[config.mk]
export PLATFORM = sky130hd
export DESIGN_NAME = handshake_issue
export DESIGN_NICKNAME = d
export VERILOG_FILES = /design/src/rtl/handshake_issue.sv
export SDC_FILE = /design/constraint.sdc
export NUM_CORES = 1
export LEC_CHECK = 0
export ABC_AREA = 1
export ABC_CLOCK_PERIOD_IN_PS = 3600
export CORE_ASPECT_RATIO = 1.1
export CORE_UTILIZATION = 30
export CTS_CLUSTER_DIAMETER = 200
export DETAILED_ROUTE_END_ITERATION = 16
export DONT_BUFFER_PORTS = 1
export HOLD_SLACK_MARGIN = 0.12
export MAX_ROUTING_LAYER = met4
export SYNTH_ARGS = -nofsm -noshare
export SYNTH_HDL_FRONTEND = slang
export SYNTH_SLANG_ARGS = --single-unit
[constraint.sdc]
create_clock -name clk -period 3.6 [get_ports clk]
set_clock_uncertainty 0.05 [all_clocks]
set_input_delay 0.36 -clock clk [delete_from_list [all_inputs] [get_ports clk]]
set_output_delay 0.36 -clock clk [all_outputs]
set_load 0.005 [all_outputs]
[src/rtl/handshake_issue.sv]
// Write-side issue stage: FIFO-buffers packets and presents them one at a time
// on a four-phase req/ack handshake, with ack synchronised into the clk domain.
module handshake_issue #(
  parameter int unsigned WIDTH       = 42,
  parameter int unsigned DEPTH       = 4,
  parameter int unsigned SYNC_STAGES = 2,
  parameter int unsigned CNT_W       = 16
) (
  input  logic             clk,
  input  logic             rst_n,
  input  logic             in_valid,
  input  logic [WIDTH-1:0] in_data,
  output logic             in_ready,
  output logic             req,
  output logic [WIDTH-1:0] data_out,
  input  logic             ack,
  output logic             busy,
  output logic [CNT_W-1:0] sent_cnt
);

  localparam int unsigned PTR_W = $clog2(DEPTH);
  localparam logic [PTR_W:0] FULL = (PTR_W+1)'(DEPTH);

  typedef enum logic [1:0] {
    IDLE,
    REQ,
    RELEASE
  } state_t;

  logic [WIDTH-1:0]       mem_q [DEPTH];
  logic [PTR_W-1:0]       wr_ptr_q;
  logic [PTR_W-1:0]       rd_ptr_q;
  logic [PTR_W:0]         count_q;
  logic [PTR_W:0]         count_d;
  logic [SYNC_STAGES-1:0] sync_q;
  logic                   ack_s;
  state_t                 state_q;
  logic                   req_q;
  logic [WIDTH-1:0]       data_q;
  logic [CNT_W-1:0]       cnt_q;
  logic                   push;
  logic                   pop;

  assign ack_s    = sync_q[SYNC_STAGES-1];
  assign in_ready = (count_q != FULL);
  assign push     = in_valid && in_ready;
  // The pop is the IDLE->REQ transition itself, so it shares the FSM's condition.
  assign pop      = (state_q == IDLE) && (count_q != '0) && !ack_s;

  always_ff @(posedge clk or negedge rst_n) begin
    if (!rst_n) begin
      sync_q <= '0;
    end else begin
      sync_q <= {sync_q[SYNC_STAGES-2:0], ack};
    end
  end

  always_ff @(posedge clk) begin
    if (push) begin
      mem_q[wr_ptr_q] <= in_data;
    end
  end

  always_comb begin
    count_d = count_q;
    unique case ({push, pop})
      2'b10:   count_d = count_q + (PTR_W+1)'(1);
      2'b01:   count_d = count_q - (PTR_W+1)'(1);
      default: count_d = count_q;
    endcase
  end

  always_ff @(posedge clk or negedge rst_n) begin
    if (!rst_n) begin
      wr_ptr_q <= '0;
      rd_ptr_q <= '0;
      count_q  <= '0;
    end else begin
      if (push) begin
        wr_ptr_q <= wr_ptr_q + PTR_W'(1);
      end
      if (pop) begin
        rd_ptr_q <= rd_ptr_q + PTR_W'(1);
      end
      count_q <= count_d;
    end
  end

  always_ff @(posedge clk or negedge rst_n) begin
    if (!rst_n) begin
      state_q <= IDLE;
      req_q   <= 1'b0;
      data_q  <= '0;
      cnt_q   <= '0;
    end else begin
      unique case (state_q)
        IDLE: begin
          if (pop) begin
            state_q <= REQ;
            req_q   <= 1'b1;
            data_q  <= mem_q[rd_ptr_q];
          end
        end
        REQ: begin
          if (ack_s) begin
            state_q <= RELEASE;
            req_q   <= 1'b0;
            cnt_q   <= cnt_q + CNT_W'(1);
          end
        end
        RELEASE: begin
          if (!ack_s) begin
            state_q <= IDLE;
          end
        end
        default: begin
          state_q <= IDLE;
          req_q   <= 1'b0;
        end
      endcase
    end
  end

  assign req      = req_q;
  assign data_out = data_q;
  assign sent_cnt = cnt_q;
  assign busy     = (count_q != '0) || (state_q != IDLE);

endmodule

==> results.cfg <==
[run_status]
outcome = finished, final reports clean

[synthesis]
ys_seq_area_share_pct = 72.15
synth-seq-cells = 238
synth-edff-count = 168
synth_most_common_cell = nand2_1
yosysWarnings = 0
syn_inst = 785
synth_area_um2 = 9420
async_flop_share_pct = 29.41
synth_flop_cell = edfxtp_1
avgSynthCellArea_um2 = 12.00
synth_top_cell_by_area = edfxtp_1
synth_common_cells = nand2_1, edfxtp_1, nor2_1, dfrtp_1, o21ai_0
synth_area_leaders = edfxtp_1, dfrtp_1, nand2_1
yosysTopAreaCellShare_pct = 53.55
synthDistinctLibCells = 25
synth_nets = 838

[worst_hold_path]
hold_path_class = reg -> reg
holdPathStages = 0

[power]
p_comb_share_pct = 25.0
vdd_ir_drop_max_mv = 0.3758
power_density_nw_per_um2 = 814.5
power.internal_w = 0.006099
p_leak_nw = 4.256
p_sw_share_pct = 33.13
pwr-share-seq_pct = 45.9
switching_power_w = 0.003022
clkPwrFrac_pct = 29.0

[critical_path]
critPathCaptureType = flop
worstReg2RegEnd = count_q[2]$_DFFE_PN0P_
arrival_ns = 2.70
critical_path_class = reg -> reg
cpPeakStageDelay_ns = 0.44
startpoint_type = flop
path_cells = inv_1 > nand3_1 > nand2_1 > ha_1 > inv_1 > fa_1 > a21oi_1 > o21ai_0 > xor2_1
cpMostUsedCell = inv_1
crit_path_start = count_q[1]$_DFFE_PN0P_
crit-reg2reg-launch = count_q[1]$_DFFE_PN0P_
reg2regPathDepth = 9
reg2reg_slack_ns = 1.26
crit_required_ns = 3.95
setup.worst_path.end = count_q[2]$_DFFE_PN0P_
critPathMaxFanout = 8
critPathSlowestCell = nand2_1

[global_routing]
grt_max_degree = 86
grt_pass1_wl_um = 32440
grt_pass1_vias = 5990
grt_util_all_layers_pct = 13.24
antenna_found_initial = 1
grt-ovfl-total = 0

[floorplanning]
core_area_um2 = 30680
start_util_pct = 30.70
dieArea_um2 = 32110
fp.dieH_um = 187.9
dieWidth_um = 171.0
rows = 67
ios = 107

[routing]
wl_per_cell_um = 15.79
vias = 5647
firstDrtPassIters = 4
drtAntennaViolNets = 0
viasPerCell = 4.446
drtIter0Drc = 319
drc = 0
wirelength_um = 20050

[sta]
worstMarginPinSlew_ns = 0.9657
period_share_pct = 65.11
setup_tns_ns = 0
max_freq_mhz = 426.6
worst_slack_ns = 1.256
setup_viol = 0
drv_slew = 0
rsz0062_at_grt = no
final_hold_viol_count = 0
slew_headroom_pct = 35.62
period_minus_slack_ns = 2.344

[place]
dp_hpwl_um = 12020
place_inst = 1176
gp_congestion = 0.7469
preCtsSetupSlack_ns = 1.239
port_buffers = 0

[layout]
drive_gt1_share_pct = 8.070
nNetsFinal = 888
area_delta_synth_final_pct = 18.87
final_cells = 1270

[cts]
ctsHoldBuffers = 45
cts_tree = yes
worstSkewPairLatency_ns = 0.52
cts_sinks = 238
root_buffer = clkbuf_16
clk_pin_slew_ns = 0.06
postCtsSetupRepairBufs = 0
cts-resized-gates = 0
cts_made_buffers = 26
htreeDepth = 1
cts_buffer_depth = 3

[job]
cap_viol_max_count = 0
==> cells by family after synthesis <==
family	Yosys count	share of synthesized area (%)
AND/OR/NAND/NOR	334	14.12
flip-flops	238	72.15
AO/OA/AOI/OAI	134	8.288
buffers and inverters	59	3.227
XOR/XNOR	13	1.209
adder cells (fa/ha/maj)	7	1.009
==> worst min-delay path by stage <==
stage	startpoint	to
finish	sync_q[0]$_DFF_PN0_	sync_q[1]$_DFF_PN0_
global route	ack	sync_q[0]$_DFF_PN0_
CTS	ack	sync_q[0]$_DFF_PN0_
detailed placement	rst_n	data_out[5]$_DFFE_PN0P_
global placement	rst_n	data_out[5]$_DFFE_PN0P_
floorplan	rst_n	count_q[0]$_DFFE_PN0P_
==> critical path: cells and delay by family (launching register included) <==
kind,cells,cell delay (ns)
buf+inv,2,0.20
fa+ha+maj,2,0.61
flops,1,0.38
xor+xnor,1,0.15
simple gates,2,0.56
compound gates,2,0.27
==> per-stage QoR <==
stage          instance area, µm²  utilization, %  total power (W)  hold WS [ns]
3_3_place_gp                 9864           32.15         0.006480       0.01646
6_report                    11200           36.50         0.009121        0.3422
5_1_grt                     11200           36.50         0.009762        0.3431
4_1_cts                     11200           36.49         0.009296        0.3306
2_1_floorplan                9420               -         0.005890       0.01441
3_5_place_dp                 9864           32.15         0.006529       0.01825
==> power groups by stage <==
stage          Combinational (W)  Clock, W  Sequential (W)
2_1_floorplan            0.00189         0         0.00400
3_3_place_gp             0.00223         0         0.00425
3_5_place_dp             0.00226         0         0.00427
4_1_cts                  0.00236   0.00272         0.00421
5_1_grt                  0.00266   0.00282         0.00428
6_report                 0.00228   0.00265         0.00419
==> routing by layer <==
layer	vias up	GRT usage, %	wire (µm)
met1	2732	16.40	8836
li1	2770	-	-
met4	0	3.503	392
met3	32	2.596	1014
met2	113	21.99	9804
met5	-	-	0
==> layout make-up <==
| class | count | area, µm² |
|---|---|---|
| clock buffers | 39 | 760.7 |
| well taps | 414 | 518.0 |
| flip-flops and latches | 238 | 6804 |
| fillers | 3031 | 19480 |
| repair buffers | 57 | 570.5 |
| clock inverters | 9 | 102.6 |
| inverters | 24 | 90.09 |
| diodes | 1 | 2.502 |
| multi-input cells | 488 | 2350 |
==> flip-flops by register name, summed over array words and instances (netlist names) <==
| signal | cells |
|---|---|
| mem_q | 168 |
| rd_ptr_q | 2 |
| req | 1 |
| count_q | 3 |
| data_out | 42 |
| sent_cnt | 16 |
| state_q | 2 |
| sync_q | 2 |
| wr_ptr_q | 2 |
==> layout by cell type (no fill, tap or decap), types with 4 or more instances in the layout <==
cell type,instances
nand2_1,203
edfxtp_1,168
nor2_1,104
dfrtp_1,68
o21ai_0,61
o21a_1,44
dlygate4sd3_1,44
o21ai_1,27
clkbuf_16,27
inv_1,20
buf_4,11
nand3_1,9
xnor2_1,9
clkbuf_1,8
ha_1,6
nor2_4,5
nand4_1,5
inv_2,4
nor2_2,4
xor2_1,4
clkbuf_8,4
No activity file was read; power rests on OpenSTA's default activity.
